<file path="src/rtl/regfile_ctrl_if.sv">
// Bus bundle between the regfile sequencer and its neighbours: decode (id_*),
// execute (ex_*), writeback (wb_*) and the register file (rf_*).
//
// Handshakes: id_* and ex_* use strict valid/ready. A transfer happens on a
// rising clk edge where valid && ready are both high. The sender holds valid
// and its payload stable until the transfer. ready may depend combinationally
// on valid and the payload. wb_valid has no ready and is taken every cycle it
// is high.
interface regfile_ctrl_if #(
   parameter int AWIDTH = 4,
   parameter int DWIDTH = 16
);
   localparam int NREG = 1 << AWIDTH;

   // decode -> sequencer
   logic              id_valid;
   logic              id_ready;
   logic [AWIDTH-1:0] id_rs_addr;
   logic [AWIDTH-1:0] id_rt_addr;
   logic [AWIDTH-1:0] id_rd_addr;
   logic              id_rd_en;

   // sequencer -> execute
   logic              ex_valid;
   logic              ex_ready;
   logic [DWIDTH-1:0] ex_rs_data;
   logic [DWIDTH-1:0] ex_rt_data;
   logic [AWIDTH-1:0] ex_rd_addr;
   logic              ex_rd_en;

   // writeback -> sequencer
   logic              wb_valid;
   logic [AWIDTH-1:0] wb_addr;
   logic [DWIDTH-1:0] wb_data;

   // sequencer <-> register file
   logic [AWIDTH-1:0] rf_addr_rs;
   logic [AWIDTH-1:0] rf_addr_rt;
   logic [AWIDTH-1:0] rf_addr_rd;
   logic              rf_req_rs;
   logic              rf_req_rt;
   logic              rf_req_rd;
   logic [DWIDTH-1:0] rf_wdata;
   logic [DWIDTH-1:0] rf_rs;
   logic [DWIDTH-1:0] rf_rt;

   // status
   logic              stall;
   logic [NREG-1:0]   sb_busy;

   // Sequencer side
   modport master (
      input  id_valid, id_rs_addr, id_rt_addr, id_rd_addr, id_rd_en,
      output id_ready,
      output ex_valid, ex_rs_data, ex_rt_data, ex_rd_addr, ex_rd_en,
      input  ex_ready,
      input  wb_valid, wb_addr, wb_data,
      output rf_addr_rs, rf_addr_rt, rf_addr_rd,
      output rf_req_rs, rf_req_rt, rf_req_rd, rf_wdata,
      input  rf_rs, rf_rt,
      output stall, sb_busy
   );

   // Environment side (decode, execute, writeback, register file)
   modport slave (
      output id_valid, id_rs_addr, id_rt_addr, id_rd_addr, id_rd_en,
      input  id_ready,
      input  ex_valid, ex_rs_data, ex_rt_data, ex_rd_addr, ex_rd_en,
      output ex_ready,
      output wb_valid, wb_addr, wb_data,
      input  rf_addr_rs, rf_addr_rt, rf_addr_rd,
      input  rf_req_rs, rf_req_rt, rf_req_rd, rf_wdata,
      output rf_rs, rf_rt,
      input  stall, sb_busy
   );
endinterface

</file>
<file path="src/rtl/regfile_ctrl.sv">
// Operand-fetch / writeback sequencer in front of regfile_v2.
// Accepts one decoded instruction at a time. It reads rs/rt through the
// register file's registered read port and presents the operands to execute.
// A busy-bit scoreboard tracks pending destinations and stalls decode on
// RAW/WAW hazards. Writeback is a pure combinational pass-through to the
// register file write port.
module regfile_ctrl #(
   parameter int AWIDTH = 4,
   parameter int DWIDTH = 16
) (
   input  logic                clk,
   input  logic                clear_n,
   regfile_ctrl_if.master      bus,
   output logic [1:0]          state_dbg
);

   localparam int NREG = 1 << AWIDTH;

   typedef enum logic [1:0] {
      IDLE    = 2'd0,
      FETCH   = 2'd1,
      CAPTURE = 2'd2,
      VALID   = 2'd3
   } state_t;

   state_t            state;
   state_t            state_next;

   logic [NREG-1:0]   sb_q;
   logic [NREG-1:0]   sb_next;
   logic [NREG-1:0]   wb_clr;
   logic [NREG-1:0]   busy_eff;

   logic              rs_haz;
   logic              rt_haz;
   logic              rd_haz;
   logic              hazard;
   logic              accept;
   logic              sets_rd;

   logic [AWIDTH-1:0] lat_rs;
   logic [AWIDTH-1:0] lat_rt;
   logic [AWIDTH-1:0] lat_rd;
   logic              lat_rd_en;

   logic [DWIDTH-1:0] ex_rs_q;
   logic [DWIDTH-1:0] ex_rt_q;
   logic [AWIDTH-1:0] ex_rd_addr_q;
   logic              ex_rd_en_q;

   // ------------------------------------------------------------------
   // Write path
   // ------------------------------------------------------------------
   // Writeback goes straight to the regfile. r0 is hard-wired, so writes to it
   // are dropped. The strobe is gated by reset so nothing commits while in reset.
   always_comb begin
      bus.rf_req_rd  = clear_n && bus.wb_valid && (bus.wb_addr != '0);
      bus.rf_addr_rd = bus.wb_addr;
      bus.rf_wdata   = bus.wb_data;
   end

   // ------------------------------------------------------------------
   // Scoreboard and hazard detection
   // ------------------------------------------------------------------
   // One-hot clear for the register being written back this cycle.
   always_comb begin
      wb_clr = '0;
      if (bus.wb_valid) begin
         wb_clr[bus.wb_addr] = 1'b1;
      end
   end

   // A writeback in this cycle already releases its register. The value is
   // visible to the FETCH read one cycle later, so an instruction can be
   // accepted in that same cycle without a bypass path.
   assign busy_eff = sb_q & ~wb_clr;

   // r0 never hazards. Its busy bit is never set, but it is excluded explicitly
   // so the intent does not depend on that.
   always_comb begin
      rs_haz = (bus.id_rs_addr != '0) && busy_eff[bus.id_rs_addr];
      rt_haz = (bus.id_rt_addr != '0) && busy_eff[bus.id_rt_addr];
      rd_haz = bus.id_rd_en && (bus.id_rd_addr != '0) && busy_eff[bus.id_rd_addr];
      hazard = rs_haz || rt_haz || rd_haz;
   end

   assign bus.id_ready = (state == IDLE) && !hazard;
   assign bus.stall    = bus.id_valid && (state == IDLE) && hazard;
   assign accept       = bus.id_valid && bus.id_ready;
   assign sets_rd      = accept && bus.id_rd_en && (bus.id_rd_addr != '0);

   // Next scoreboard: clear the written-back bit, then set the new
   // destination. The set comes last so it wins over a same-cycle clear of
   // the same register.
   always_comb begin
      sb_next = busy_eff;
      if (sets_rd) begin
         sb_next[bus.id_rd_addr] = 1'b1;
      end
      sb_next[0] = 1'b0;
   end

   // Scoreboard register. Reset drops every pending destination, including
   // the one claimed by an aborted instruction.
   always_ff @(posedge clk or negedge clear_n) begin
      if (!clear_n) begin
         sb_q <= '0;
      end else begin
         sb_q <= sb_next;
      end
   end

   assign bus.sb_busy = sb_q;

   // ------------------------------------------------------------------
   // Sequencing FSM
   // ------------------------------------------------------------------
   // State register
   always_ff @(posedge clk or negedge clear_n) begin
      if (!clear_n) begin
         state <= IDLE;
      end else begin
         state <= state_next;
      end
   end

   // Next-state logic. Operands take a fixed FETCH/CAPTURE pair, then sit in
   // VALID until execute takes them.
   always_comb begin
      state_next = state;
      case (state)
         IDLE:    if (accept)       state_next = FETCH;
         FETCH:                     state_next = CAPTURE;
         CAPTURE:                   state_next = VALID;
         VALID:   if (bus.ex_ready) state_next = IDLE;
         default:                   state_next = IDLE;
      endcase
   end

   assign state_dbg = state;

   // Latch the accepted instruction's register fields for the fetch and
   // execute hand-off.
   always_ff @(posedge clk or negedge clear_n) begin
      if (!clear_n) begin
         lat_rs    <= '0;
         lat_rt    <= '0;
         lat_rd    <= '0;
         lat_rd_en <= 1'b0;
      end else if (accept) begin
         lat_rs    <= bus.id_rs_addr;
         lat_rt    <= bus.id_rt_addr;
         lat_rd    <= bus.id_rd_addr;
         lat_rd_en <= bus.id_rd_en;
      end
   end

   // Read strobes for the registered regfile read port. Data returns in
   // CAPTURE.
   always_comb begin
      bus.rf_req_rs  = (state == FETCH);
      bus.rf_req_rt  = (state == FETCH);
      bus.rf_addr_rs = lat_rs;
      bus.rf_addr_rt = lat_rt;
   end

   // Capture the operands from the regfile. r0 reads as zero regardless of
   // what the regfile returns. The registers load only in CAPTURE, so they
   // hold steady through VALID under backpressure.
   always_ff @(posedge clk or negedge clear_n) begin
      if (!clear_n) begin
         ex_rs_q      <= '0;
         ex_rt_q      <= '0;
         ex_rd_addr_q <= '0;
         ex_rd_en_q   <= 1'b0;
      end else if (state == CAPTURE) begin
         ex_rs_q      <= (lat_rs == '0) ? '0 : bus.rf_rs;
         ex_rt_q      <= (lat_rt == '0) ? '0 : bus.rf_rt;
         ex_rd_addr_q <= lat_rd;
         ex_rd_en_q   <= lat_rd_en;
      end
   end

   // Execute-side outputs
   always_comb begin
      bus.ex_valid   = (state == VALID);
      bus.ex_rs_data = ex_rs_q;
      bus.ex_rt_data = ex_rt_q;
      bus.ex_rd_addr = ex_rd_addr_q;
      bus.ex_rd_en   = ex_rd_en_q;
   end

endmodule

</file>
<file path="src/flat_wrapper.sv">
// flat-port wrapper written by rule: the top's interface ports become plain ports
module regfile_ctrl_flat 
#(
   parameter int AWIDTH = 4,
   parameter int DWIDTH = 16
)
  (clk, clear_n, state_dbg, bus_id_valid, bus_id_rs_addr, bus_id_rt_addr, bus_id_rd_addr, bus_id_rd_en, bus_id_ready, bus_ex_valid, bus_ex_rs_data, bus_ex_rt_data, bus_ex_rd_addr, bus_ex_rd_en, bus_ex_ready, bus_wb_valid, bus_wb_addr, bus_wb_data, bus_rf_addr_rs, bus_rf_addr_rt, bus_rf_addr_rd, bus_rf_req_rs, bus_rf_req_rt, bus_rf_req_rd, bus_rf_wdata, bus_rf_rs, bus_rf_rt, bus_stall, bus_sb_busy);
  regfile_ctrl_if #(.AWIDTH(AWIDTH), .DWIDTH(DWIDTH)) bus_i ();
  input  logic clk;
  input  logic clear_n;
  output logic [1:0] state_dbg;
  input wire logic [$bits(bus_i.id_valid)-1:0] bus_id_valid;
  input wire logic [$bits(bus_i.id_rs_addr)-1:0] bus_id_rs_addr;
  input wire logic [$bits(bus_i.id_rt_addr)-1:0] bus_id_rt_addr;
  input wire logic [$bits(bus_i.id_rd_addr)-1:0] bus_id_rd_addr;
  input wire logic [$bits(bus_i.id_rd_en)-1:0] bus_id_rd_en;
  output wire logic [$bits(bus_i.id_ready)-1:0] bus_id_ready;
  output wire logic [$bits(bus_i.ex_valid)-1:0] bus_ex_valid;
  output wire logic [$bits(bus_i.ex_rs_data)-1:0] bus_ex_rs_data;
  output wire logic [$bits(bus_i.ex_rt_data)-1:0] bus_ex_rt_data;
  output wire logic [$bits(bus_i.ex_rd_addr)-1:0] bus_ex_rd_addr;
  output wire logic [$bits(bus_i.ex_rd_en)-1:0] bus_ex_rd_en;
  input wire logic [$bits(bus_i.ex_ready)-1:0] bus_ex_ready;
  input wire logic [$bits(bus_i.wb_valid)-1:0] bus_wb_valid;
  input wire logic [$bits(bus_i.wb_addr)-1:0] bus_wb_addr;
  input wire logic [$bits(bus_i.wb_data)-1:0] bus_wb_data;
  output wire logic [$bits(bus_i.rf_addr_rs)-1:0] bus_rf_addr_rs;
  output wire logic [$bits(bus_i.rf_addr_rt)-1:0] bus_rf_addr_rt;
  output wire logic [$bits(bus_i.rf_addr_rd)-1:0] bus_rf_addr_rd;
  output wire logic [$bits(bus_i.rf_req_rs)-1:0] bus_rf_req_rs;
  output wire logic [$bits(bus_i.rf_req_rt)-1:0] bus_rf_req_rt;
  output wire logic [$bits(bus_i.rf_req_rd)-1:0] bus_rf_req_rd;
  output wire logic [$bits(bus_i.rf_wdata)-1:0] bus_rf_wdata;
  input wire logic [$bits(bus_i.rf_rs)-1:0] bus_rf_rs;
  input wire logic [$bits(bus_i.rf_rt)-1:0] bus_rf_rt;
  output wire logic [$bits(bus_i.stall)-1:0] bus_stall;
  output wire logic [$bits(bus_i.sb_busy)-1:0] bus_sb_busy;
  assign bus_i.id_valid = bus_id_valid;
  assign bus_i.id_rs_addr = bus_id_rs_addr;
  assign bus_i.id_rt_addr = bus_id_rt_addr;
  assign bus_i.id_rd_addr = bus_id_rd_addr;
  assign bus_i.id_rd_en = bus_id_rd_en;
  assign bus_id_ready = bus_i.id_ready;
  assign bus_ex_valid = bus_i.ex_valid;
  assign bus_ex_rs_data = bus_i.ex_rs_data;
  assign bus_ex_rt_data = bus_i.ex_rt_data;
  assign bus_ex_rd_addr = bus_i.ex_rd_addr;
  assign bus_ex_rd_en = bus_i.ex_rd_en;
  assign bus_i.ex_ready = bus_ex_ready;
  assign bus_i.wb_valid = bus_wb_valid;
  assign bus_i.wb_addr = bus_wb_addr;
  assign bus_i.wb_data = bus_wb_data;
  assign bus_rf_addr_rs = bus_i.rf_addr_rs;
  assign bus_rf_addr_rt = bus_i.rf_addr_rt;
  assign bus_rf_addr_rd = bus_i.rf_addr_rd;
  assign bus_rf_req_rs = bus_i.rf_req_rs;
  assign bus_rf_req_rt = bus_i.rf_req_rt;
  assign bus_rf_req_rd = bus_i.rf_req_rd;
  assign bus_rf_wdata = bus_i.rf_wdata;
  assign bus_i.rf_rs = bus_rf_rs;
  assign bus_i.rf_rt = bus_rf_rt;
  assign bus_stall = bus_i.stall;
  assign bus_sb_busy = bus_i.sb_busy;
  regfile_ctrl #(.AWIDTH(AWIDTH), .DWIDTH(DWIDTH)) u_core (.clk(clk), .clear_n(clear_n), .bus(bus_i), .state_dbg(state_dbg));
endmodule
</file>
<file path="config.mk">
export PLATFORM = sky130hd
export DESIGN_NAME = regfile_ctrl_flat
export DESIGN_NICKNAME = d
export VERILOG_FILES = /design/src/rtl/regfile_ctrl_if.sv /design/src/rtl/regfile_ctrl.sv /design/src/flat_wrapper.sv
export SDC_FILE = /design/constraint.sdc
export NUM_CORES = 1
export LEC_CHECK = 0
export BUFFER_PORTS_ARGS = -buffer_cell sky130_fd_sc_hd__buf_2
export CAP_MARGIN = 20
export CELL_PAD_IN_SITES_DETAIL_PLACEMENT = 0
export CELL_PAD_IN_SITES_GLOBAL_PLACEMENT = 1
export CORE_ASPECT_RATIO = 0.8
export CORE_UTILIZATION = 38
export DETAILED_ROUTE_END_ITERATION = 16
export MAX_ROUTING_LAYER = met4
export PLACE_DENSITY = 0.92
export SYNTH_ARGS = -nofsm -noshare
export SYNTH_HDL_FRONTEND = slang
export SYNTH_SLANG_ARGS = --single-unit
export TNS_END_PERCENT = 30
</file>
<file path="constraint.sdc">
create_clock -name clk -period 4.74 [get_ports clk]
set_input_delay 0.948 -clock clk [delete_from_list [all_inputs] [get_ports clk]]
set_output_delay 0.948 -clock clk [all_outputs]
set_load 0.1 [all_outputs]
</file>
==> qor.csv <==
stage,metric,value,unit
cts,clkSlewWorstSetupHoldPaths,0.05,ns
timing,drv_slew,0,
drt,drt_iter0_markers,212,
synth,ys_ff_latch,67,
cts,cts_hold_buf,0,
cts,root_buffer,clkbuf_16,
synth,syn-num-nets,451,
min_path,min_path_cells,1,
outcome,status,"complete, but fails checks",
drt,wl_met2,4720,µm
min_path,min_to,u_core.bus.ex_rd_en,
min_path,worstHoldStart,u_core.bus.ex_rd_en,
cts,clk_path_buf_depth,2,
drt,drc_errors,11,
drt,dr.pass1.iters,14,
drt,met1Wirelength,4580,µm
timing,fmax,226,MHz
synth,synth_edf_count,0,
layout,drive_above_1_share,0.361,
die,io_pins,159,
cts,worstSkewPairLatency,0.33,ns
die,die_h,89.7,µm
drt,wl_per_cell,17.2,µm
worst_setup_path,worst-path-max-fanout,19,
worst_setup_path,endpoint_kind,output port,
layout,diodes,0,
placed_design,dpl.hpwl,7640,µm
synth,synth_cell_types,51,
synth,syn_avg_cell_area,9.72,µm²
worst_setup_path,cp.arrival,3.48,ns
drt,viasPerCell,5.37,
grt,grt_pass1_wl,16600,µm
worst_setup_path,regToRegSetupSlack,1.96,ns
drt,vias,3203,
synth,async_flop_share,1.00,
die,dieArea,10000,µm²
synth,netlist_area,3650,µm²
grt,grt_use_total,0.217,
cts,h-tree-depth,3,
timing,setup_violations,0,
die,initial_utilization,0.397,
drt,antenna_left,0,
synth,ys_warn_count,0,
worst_setup_path,reg2reg_depth,7,
synth,ys_seq_area_frac,0.459,
layout,area_growth,25.2,%
placed_design,io_buffers,125,
placed_design,place_congestion,0.940,
worst_setup_path,worst_r2r_endpoint,u_core.bus.sb_busy[12],
timing,fin_crit,4.43,ns
drt,route.met3.wl,755,µm
cts,clock_sinks,67,
worst_setup_path,crit_type,input port to output port,
layout,multi_input_area,1570,µm²
cts,cts_resized,0,
cts,numCtsBuffers,9,
cts,cts_tree,done,
synth,synthFlopType,dfrtp_1,
grt,grt_overflow,0,
timing,skew,0.0107,ns
synth,synth_cells,376,
timing,fin_setup_tns,0,ns
drt,highest_layer,met4,
layout,num-fill-cells,865,
grt,antenna_found_initial,0,
timing,slew_headroom,0.367,
worst_setup_path,cp-start-kind,input port,
worst_setup_path,crit_required,3.79,ns
drt,wl,10300,µm
timing,rsz0062_at_grt,no,
min_path,holdCritPathClass,flop to flop,
die,row_count,31,
layout,final_nets,552,
cts,cts_setup_buffers,0,
job,cap_violations,0,
die,die_w,112,µm
worst_setup_path,rr_startpoint,u_core.bus.sb_busy[4],
timing,fin_crit_sh,0.934,
die,coreArea,9190,µm²
outcome,violations,design-rule violations,
grt,grt_start_max_net_pins,68,
timing,hold_viol_final,0,
grt,grt_pass1_vias,3110,
timing,worst_pin_slew,0.949,ns
layout,seq_area,1680,µm²
-- how the worst max path moves through the flow --
stage	start	end	slack [ns]	depth (start not counted)
2_1_floorplan	bus_wb_addr[0]	bus_id_ready	0.20	7
3_3_place_gp	bus_wb_addr[3]	bus_id_ready	0.31	9
3_5_place_dp	bus_wb_addr[3]	bus_id_ready	0.39	9
4_1_cts	bus_id_rd_addr[0]	bus_stall	0.38	9
5_1_grt	bus_id_rd_addr[0]	bus_stall	0.15	9
6_report	bus_id_rd_addr[0]	bus_stall	0.31	9
-- critical path: stages --
cell and delay (ns):
buf_2 0.32, nand2b_1 0.26, a211oi_1 0.34, nor3_1 0.08, a2111oi_0 0.54, a211oi_2 0.21, nand3_1 0.18, and2_1 0.15
buf_2 0.43
-- state kept, by name, summed over array words and instances (netlist names) --
register / cells
u_core.bus.ex_rt_data: 16
u_core.bus.ex_rs_data: 16
u_core.bus.ex_rd_en: 1
u_core.bus.sb_busy: 15
u_core.lat_rd_en: 1
u_core.bus.rf_addr_rt: 4
u_core.bus.ex_rd_addr: 4
u_core.state_dbg: 2
u_core.bus.rf_addr_rs: 4
u_core.lat_rd: 4
-- cells by family after synthesis --
| family | count (synthesis) | synth area share |
|---|---|---|
| DFF | 67 | 0.459 |
| AOI/OAI and AO/OA | 105 | 0.204 |
| muxes | 23 | 0.0788 |
| and+or+nand+nor | 92 | 0.128 |
| other | 1 | 0.00103 |
| adders and majority gates | 5 | 0.0171 |
| buffers and inverters | 83 | 0.112 |
-- metrics by stage --
step                      hold slack (ns)  instance area [µm²]  setup WS [ns]   util  instances
after floorplan                     0.474                 3650          0.204      -        376
after global placement              0.490                 4210          0.311  0.458        581
after detailed placement            0.492                 4210          0.388  0.458        581
after CTS                           0.508                 4570          0.382  0.497        597
after global routing                0.517                 4570          0.146  0.497        597
final                               0.504                 4570          0.314  0.497        597
-- cell usage after synthesis (all sizes together), types with 2 or more instances --
cell	count	share of area
dfrtp	67	0.46
nand2	48	0.049
inv	45	0.046
o21ai	39	0.053
buf	27	0.054
mux2	21	0.070
o31ai	12	0.025
clkbuf	11	0.011
a21oi	10	0.014
nand2b	10	0.017
a2111oi	8	0.019
nand3	6	0.0082
o211ai	6	0.012
a211oi	5	0.012
a21boi	5	0.012
ha	5	0.017
nor2	5	0.0051
nor2b	5	0.0086
nand3b	4	0.0082
and2	3	0.0051
o2111a	3	0.0092
o41ai	3	0.013
a41oi	2	0.0048
and3	2	0.0034
nand4	2	0.0075
nor3	2	0.0027
o2111ai	2	0.0048
o311a	2	0.0055
o41a	2	0.0062
-- layout make-up --
| type | count | area share |
|---|---|---|
| Clock buffer | 10 | 0.0501 |
| Clock inverter | 6 | 0.0301 |
| Inverter | 45 | 0.0369 |
| Multi-Input combinational cell | 226 | 0.343 |
| Sequential cell | 67 | 0.367 |
| Tap cell | 115 | 0.0315 |
| Timing Repair Buffer | 128 | 0.142 |
-- layer usage --
metal	GRT usage	vias up
met5	-	-
met4	0.0856	0
met3	0.0432	26
met2	0.314	150
met1	0.297	1520
li1	-	1507
-- placed cells by master (no fill, tap or decap), types with 4 or more instances in the layout --
master / synthesis / final
a2111oi_0: 8 / 8
a211oi_1: 4 / 4
a21oi_1: 10 / 10
buf_2: 2 / 125
bufinv_16: 0 / 4
clkbuf_16: 0 / 9
dfrtp_1: 67 / 67
ha_1: 5 / 5
inv_1: 45 / 45
mux2_2: 16 / 16
mux2_4: 5 / 5
nand2_1: 48 / 48
nand2b_1: 10 / 10
nand3_1: 6 / 6
nand3b_1: 4 / 4
nor2_1: 5 / 5
nor2b_1: 5 / 5
o211ai_1: 6 / 6
o21ai_0: 37 / 37
o31ai_1: 12 / 12
Power is not shown: default switching activity piles up to over one toggle a cycle in this logic, so the estimate is an artifact.
